`src/rtl/mul8_seq_ctrl.sv`:
```
// Sequential 8x8 unsigned multiplier controller driving an external 4x4 array multiplier.
// Optional build macro MUL8_SEQ_ZERO_SKIP_EN: zero operands bypass the passes and finish at once.
module mul8_seq_ctrl #(
  parameter int unsigned MUL_LAT = 0
) (
  input  logic        clk,
  input  logic        rst,
  input  logic        start_valid,
  output logic        start_ready,
  input  logic [7:0]  a,
  input  logic [7:0]  b,
  output logic [3:0]  mul_a,
  output logic [3:0]  mul_b,
  input  logic [7:0]  mul_p,
  output logic        result_valid,
  input  logic        result_ready,
  output logic [15:0] p,
  output logic        busy
);

  typedef enum logic [1:0] {IDLE, RUN, DONE} state_t;

  localparam int unsigned WW = (MUL_LAT > 0) ? $clog2(MUL_LAT + 1) : 1;
  localparam logic [WW-1:0] WAIT_LAST = WW'(MUL_LAT);

  state_t         state, state_nxt;
  logic [7:0]     op_a, op_b;
  logic [15:0]    acc, p_q, term;
  logic [1:0]     pass;
  logic [WW-1:0]  wcnt;
  logic           accept, pass_end, zero_skip;

  assign accept   = start_valid && start_ready;
  assign pass_end = (state == RUN) && (wcnt == WAIT_LAST);

`ifdef MUL8_SEQ_ZERO_SKIP_EN
  assign zero_skip = (a == 8'd0) || (b == 8'd0);
`else
  assign zero_skip = 1'b0;
`endif

  // Pass order k0..k3: bit0 of the pass selects the a nibble, bit1 the b nibble.
  always_comb begin
    mul_a = '0;
    mul_b = '0;
    if (state == RUN) begin
      mul_a = pass[0] ? op_a[7:4] : op_a[3:0];
      mul_b = pass[1] ? op_b[7:4] : op_b[3:0];
    end
  end

  always_comb begin
    term = '0;
    case (pass)
      2'd0:    term = {8'h00, mul_p};
      2'd1,
      2'd2:    term = {4'h0, mul_p, 4'h0};
      default: term = {mul_p, 8'h00};
    endcase
  end

  always_ff @(posedge clk or posedge rst) begin
    if (rst) state <= IDLE;
    else     state <= state_nxt;
  end

  always_comb begin
    state_nxt    = state;
    start_ready  = (state == IDLE) && !rst;
    result_valid = (state == DONE);
    busy         = (state != IDLE);
    case (state)
      IDLE: if (accept) state_nxt = zero_skip ? DONE : RUN;
      RUN:  if (pass_end && (pass == 2'd3)) state_nxt = DONE;
      DONE: if (result_ready) state_nxt = IDLE;
      default: state_nxt = IDLE;
    endcase
  end

  always_ff @(posedge clk or posedge rst) begin
    if (rst) begin
      op_a <= '0;
      op_b <= '0;
      acc  <= '0;
      p_q  <= '0;
      pass <= '0;
      wcnt <= '0;
    end else if (accept) begin
      op_a <= a;
      op_b <= b;
      acc  <= '0;
      pass <= '0;
      wcnt <= '0;
      if (zero_skip) p_q <= '0;
    end else if (state == RUN) begin
      if (pass_end) begin
        wcnt <= '0;
        pass <= pass + 2'd1;
        acc  <= acc + term;
        // p only changes when a product completes, so it holds the last result in IDLE.
        if (pass == 2'd3) p_q <= acc + term;
      end else begin
        wcnt <= wcnt + WW'(1);
      end
    end
  end

  assign p = p_q;

endmodule

```
`config.mk`:
```
export PLATFORM = sky130hd
export DESIGN_NAME = mul8_seq_ctrl
export DESIGN_NICKNAME = d
export VERILOG_FILES = /design/src/rtl/mul8_seq_ctrl.sv
export SDC_FILE = /design/constraint.sdc
export NUM_CORES = 1
export LEC_CHECK = 0
export CORE_AREA = 2 2 121 64
export DETAILED_ROUTE_END_ITERATION = 8
export DIE_AREA = 0 0 123 66
export MAX_ROUTING_LAYER = met4
export PLACE_DENSITY = 0.68
export SLEW_MARGIN = 20
export SYNTH_ARGS = -nofsm -noshare
export SYNTH_HDL_FRONTEND = slang
export SYNTH_SLANG_ARGS = --single-unit
```
`constraint.sdc`:
```
create_clock -name clk -period 3.3 [get_ports clk]
set_input_delay 0.495 -clock clk [delete_from_list [all_inputs] [get_ports clk]]
set_output_delay 0.495 -clock clk [all_outputs]
set_load 0.005 [all_outputs]
```
==> flow_summary.json, run 1 <==
{
  "multi_input_area_mm2": 0.00159,
  "antenna_cells": 0,
  "status": "finished clean",
  "hold_depth": 2,
  "mostFrequentLayoutCell": "clkdlybuf4s50_1",
  "r2r-end": "acc[14]",
  "rr_worst_depth": 12,
  "grt_pass1_wl_um": 11900,
  "die_area_mm2": 0.00812,
  "start_util_pct": 42.0,
  "required_ns": 3.46,
  "cts_inserted_buffers": 5,
  "routedWlPerCell_um": 16.2,
  "numPortBuffers": 54,
  "drv_cap": 0,
  "min_period_over_period_pct": 95.1,
  "dpl.cell_count": 443,
  "crit_fanout": 5,
  "clock_latency_ns": 0.30,
  "setup_ws_ns": 0.160,
  "synthToLayoutAreaGrowth_pct": 28.5,
  "ant_nets": 0,
  "drive_above_1_share_pct": 11.8,
  "mostFrequentLayoutCells": "clkdlybuf4s50_1 (54), dfrtp_1 (52), nand2_1 (30)",
  "nFillCells": 666,
  "synth_nets": 348,
  "finalHoldViolCount": 0,
  "cts_buffer_depth": 2,
  "netlist_area_mm2": 0.00298,
  "synth.distinct_cells": 45,
  "cts_hold_buf": 0,
  "synth_edf_count": 0,
  "yosysWarnings": 0,
  "fmax_ghz": 0.318,
  "drc": 0,
  "worstHoldStart": "p[3]",
  "grtUsageTotal_pct": 20.2,
  "ys_ff_latch": 53,
  "critPathCaptureType": "register",
  "rows": 22,
  "p_total_uw": 4150,
  "relSlewSlack_pct": 61.5,
  "hold_class": "register to register",
  "die_w_um": 123,
  "tightest_slew_ns": 0.578,
  "r2r-start": "pass[1]",
  "skew_ns": 0.00529,
  "grt_setup_unrepaired": "false",
  "totalWireLength_um": 7300,
  "core_area_mm2": 0.00710,
  "cts_tree": "done",
  "clk_pin_slew_ns": 0.07,
  "vias_per_cell": 5.22,
  "die_h_um": 66,
  "antenna_found_initial": 0,
  "ys.flop_type": "dfrtp_1",
  "grt_pass1_vias": 2292,
  "nets": 401,
  "async_flop_share_pct": 100,
  "worstHoldEndpoint": "p[3]",
  "startpoint_type": "register",
  "drt_iter0_markers": 166,
  "setup_viol": 0,
  "clkSinkCount": 53,
  "cts_root_buf": "clkbuf_16",
  "cts.htree.levels": 2,
  "maxSlewViolCount": 0,
  "period_needed_ns": 3.14,
  "crit_arrival_ns": 3.30,
  "synthCells": 301,
  "synth_area_per_cell_um2": 9.91,
  "ir_drop_mv": 0.467,
  "layout.cells.non_filler": 451,
  "r2r_slack_ns": 0.16,
  "tns_ns": 0,
  "power_density_mw_per_mm2": 1080,
  "crit_type": "register to register",
  "ios": 55,
  "regArea_mm2": 0.00133,
  "grt_max_degree": 54,
  "place.gp.congestion": 0.934,
  "dp_slack_ns": 0.0751,
  "hpwlAfterDp_um": 5390,
  "dr_total_vias": 2354,
  "seq_area_frac_synth_pct": 44.5,
  "drt_pass1_iterations": 4,
  "grt_overflow": 0,
  "p_leak_uw": 0.00174
}
## critical path: stages (launching register included)
cell,delay [ns]
dfrtp_2,0.41
inv_1,0.05
ha_1,0.23
nor2b_1,0.17
and2_1,0.17
ha_1,0.21
fa_1,0.41
a21o_1,0.25
a311oi_2,0.32
nor2_1,0.16
a311oi_2,0.31
xor2_1,0.22
o21ai_1,0.08
## metal layers
metal | track usage [%] | vias up | share of wire, % | wire length [µm]
li1 | - | 1174 | - | -
met1 | 30.9 | 1121 | 56 | 4050
met2 | 25.9 | 51 | 39 | 2820
met3 | 4.83 | 8 | 4.7 | 343
met4 | 5.54 | 0 | 1.1 | 79
met5 | - | - | 0 | 0
## cell type report
type	instances	share of cell area (%)
inverters	8	0.783
clock buffers	7	3.72
clock inverters	1	0.783
well taps	96	3.13
flip-flops and latches	53	34.6
multi-input cells	226	41.4
repair buffers	60	15.6
## power by group
group	internal, µW	total, µW	switching (µW)
registers	966	1140	178
clock network	379	611	232
logic	1120	2390	1270
total	2470	4150	1680
## sequential cells by signal, indices dropped and copies added, names as in the netlist
register / flops
acc: 16
op_a: 8
op_b: 8
p: 16
pass: 2
state: 2
wcnt: 1
## synthesized netlist by cell type, types with 2 or more instances
cell type | instances | area (µm²)
dfrtp_1 | 53 | 1330
a21o_1 | 4 | 30.0
nand2_1 | 30 | 113
nand2b_1 | 2 | 12.5
a22o_1 | 4 | 35.0
nor2b_1 | 3 | 18.8
a21oi_1 | 11 | 55.1
nor2_1 | 18 | 67.6
a31oi_1 | 2 | 12.5
and3_1 | 3 | 18.8
ha_1 | 18 | 225
o21a_1 | 2 | 15.0
o31ai_1 | 2 | 15.0
xnor2_1 | 6 | 52.6
inv_1 | 8 | 30.0
a22oi_1 | 4 | 30.0
a311oi_1 | 2 | 17.5
o211ai_1 | 2 | 15.0
mux2_2 | 18 | 203
nand3_1 | 20 | 100
o21ai_1 | 2 | 10.0
clkbuf_1 | 13 | 48.8
mux2i_1 | 8 | 80.1
xor2_1 | 7 | 61.3
and2_1 | 9 | 56.3
o21ai_0 | 29 | 145
or2_2 | 3 | 18.8
## kinds of logic after synthesis
logic type	count (synthesis)	synth area share (%)
and+or+nand+nor	92	14.8
DFF	53	44.5
AOI/OAI and AO/OA	76	16.4
adders and majority gates	19	8.22
buffers and inverters	22	2.81
muxes	26	9.48
xor gates and xnor gates	13	3.82
## through the flow
| stage | util, % | area (µm²) | hold slack (ns) |
|---|---|---|---|
| final | 54.0 | 3830 | 0.477 |
| after global placement | 51.4 | 3650 | 0.462 |
| after floorplan | - | 2980 | 0.473 |
| after global routing | 54.0 | 3830 | 0.509 |
| after detailed placement | 51.4 | 3650 | 0.471 |
| after CTS | 53.8 | 3820 | 0.485 |
## what timing repair did
action                     CTS  global route
buffers inserted             0             0
setup endpoints to repair    0             4
gates resized for setup      0             3
## how the worst max path moves through the flow
stage | depth (start not counted) | start | to
finish | 12 | pass[1] | acc[14]
global placement | 10 | mul_p[0] | acc[14]
CTS | 12 | pass[1] | acc[14]
global route | 12 | pass[1] | acc[14]
detailed placement | 10 | mul_p[0] | acc[14]
floorplan | 13 | pass[0] | acc[14]
(Power assumes the default switching activity.)
==> run 2, diff against run 1 <==
--- a/config.mk
+++ b/config.mk
@@ -5,11 +5,13 @@
 export SDC_FILE = /design/constraint.sdc
 export NUM_CORES = 1
 export LEC_CHECK = 0
+export CAP_MARGIN = 0
 export CORE_AREA = 2 2 121 64
+export CTS_BUF_LIST = sky130_fd_sc_hd__clkbuf_8 sky130_fd_sc_hd__clkbuf_16
 export DETAILED_ROUTE_END_ITERATION = 8
 export DIE_AREA = 0 0 123 66
 export MAX_ROUTING_LAYER = met4
-export PLACE_DENSITY = 0.68
+export PLACE_DENSITY = 0.7
 export SLEW_MARGIN = 20
 export SYNTH_ARGS = -nofsm -noshare
 export SYNTH_HDL_FRONTEND = slang
==> flow_summary.json, run 2 (same netlist as run 1, synthesis figures left out) <==
{
  "start_util_pct": 42.0,
  "period_needed_ns": 3.10,
  "crit_start": "pass[1]",
  "die_area_mm2": 0.00812,
  "grt_max_degree": 54,
  "maxSlewViolCount": 0,
  "antenna_found_initial": 0,
  "cts.htree.levels": 2,
  "fin_util_pct": 53.8,
  "nFillCells": 656,
  "dr_total_vias": 2444,
  "finalHoldViolCount": 0,
  "drt_iter0_markers": 237,
  "crit_chain": "inv_1, ha_1, nor2b_2, a22o_1, ha_1, a21oi_4, o211ai_1, a41o_1, a311oi_2, xor2_1, o21ai_1",
  "internal_power_uw": 2380,
  "worstHoldStart": "p[10]",
  "rows": 22,
  "power_frac_comb_pct": 59.6,
  "cts_tree": "done",
  "crit_fanout": 6,
  "ir_drop_mv": 0.469,
  "clkSinkCount": 53,
  "die_w_um": 123,
  "startpoint_type": "register",
  "hold_class": "register to register",
  "power.switching_uw": 1690,
  "crit_type": "register to register",
  "tns_ns": 0,
  "core_area_mm2": 0.00710,
  "grt_pass1_wl_um": 12300,
  "vias_per_cell": 5.41,
  "max_stage_delay_ns": 0.41,
  "ant_nets": 0,
  "place.gp.congestion": 0.940,
  "hpwlAfterDp_um": 5500,
  "mostFrequentLayoutCell": "clkdlybuf4s50_1",
  "tightest_slew_ns": 0.972,
  "min_period_over_period_pct": 93.9,
  "totalWireLength_um": 7400,
  "drv_cap": 0,
  "cts_hold_buf": 0,
  "pwr-share-clk_pct": 12.3,
  "skew_ns": 0.00489,
  "numPortBuffers": 54,
  "die_h_um": 66,
  "cts_buffer_depth": 2,
  "p_leak_uw": 0.00174,
  "status": "finished clean",
  "clock_latency_ns": 0.29,
  "crit_arrival_ns": 3.26,
  "routedWlPerCell_um": 16.4,
  "grt_overflow": 0,
  "cts_root_buf": "clkbuf_16",
  "mostFrequentLayoutCells": "clkdlybuf4s50_1 (54), dfrtp_1 (53), nand2_1 (30)",
  "seqPwrFrac_pct": 28.1,
  "r2r-start": "pass[1]",
  "antenna_cells": 0,
  "drive_above_1_share_pct": 12.1,
  "cts_inserted_buffers": 5,
  "worst_path_most_repeated_cell": "ha_1",
  "power_density_mw_per_mm2": 1070,
  "fmax_ghz": 0.323,
  "synthToLayoutAreaGrowth_pct": 28.1,
  "drt_pass1_iterations": 5,
  "place_area_mm2": 0.00365,
  "ios": 55,
  "clk_pin_slew_ns": 0.07,
  "critPathCaptureType": "register",
  "grtUsageTotal_pct": 20.7,
  "required_ns": 3.46,
  "swShare_pct": 41.6,
  "design_area_mm2": 0.00382,
  "nets": 402,
  "relSlewSlack_pct": 35.1,
  "setup_viol": 0,
  "grt_pass1_vias": 2387,
  "drc": 0,
  "cp_slowest_cell": "dfrtp_1"
}
==> run 2: path summary, 6_finish.rpt <==
kind	slack (ns)	depth (start not counted)	endpoint
worst min register to register	0.48	2	p[10]
worst max register to register	0.20	11	acc[14]
max in group asynchronous	2.45	3	acc[5]
min in group asynchronous	0.60	3	state[1]
worst max-delay path	0.20	11	acc[14]
worst min-delay path	0.48	2	p[10]
==> run 2: power groups by stage <==
stage / Sequential, µW / Combinational, µW / Clock, µW
after floorplan: 1110 / 1580 / 0
after global placement: 1140 / 2320 / 0
after detailed placement: 1150 / 2370 / 0
after CTS: 1150 / 2380 / 517
after global routing: 1190 / 2710 / 550
final: 1150 / 2420 / 500
==> run 2: metal layers <==
layer / share of wire, % / up-vias / wire, µm / track usage [%]
met5: 0 / - / 0 / -
met2: 40 / 84 / 2970 / 27.6
met4: 0.51 / 0 / 38 / 3.41
li1: - / 1190 / - / -
met1: 53 / 1166 / 3940 / 31.9
met3: 6.2 / 4 / 457 / 4.57
==> run 2: worst max-delay path: cells and delay by family (launching register included) <==
| kind | cells | cell delay (ns) |
|---|---|---|
| AO/OA/AOI/OAI | 6 | 1.32 |
| XOR/XNOR | 1 | 0.23 |
| adder cells (fa/ha/maj) | 2 | 0.75 |
| buffers and inverters | 1 | 0.06 |
| flip-flops | 1 | 0.41 |
| AND/OR/NAND/NOR | 1 | 0.21 |
==> run 2: cell type report <==
type / instances / area (µm²) / area share [%]
inverter: 8 / 30.0 / 0.786
tap: 96 / 120 / 3.14
clock buffer: 5 / 125 / 3.28
multi-input combinational: 226 / 1600 / 41.8
clock inverter: 3 / 15.0 / 0.393
timing repair buffer: 61 / 606 / 15.9
sequential: 53 / 1330 / 34.7
==> run 2: stage by stage <==
step | cells | power, µW | setup WS, ns | hold slack (ns)
2_1_floorplan | 301 | 2700 | 0.174 | 0.473
3_3_place_gp | 444 | 3460 | 0.121 | 0.463
3_5_place_dp | 444 | 3520 | 0.0683 | 0.471
4_1_cts | 452 | 4040 | 0.0998 | 0.486
5_1_grt | 452 | 4450 | -0.0171 | 0.503
6_report | 452 | 4070 | 0.200 | 0.481
==> run 2: what timing repair did <==
action	in CTS	in global routing
setup endpoints to repair	0	5
resized for setup	0	5
buffers inserted	0	0
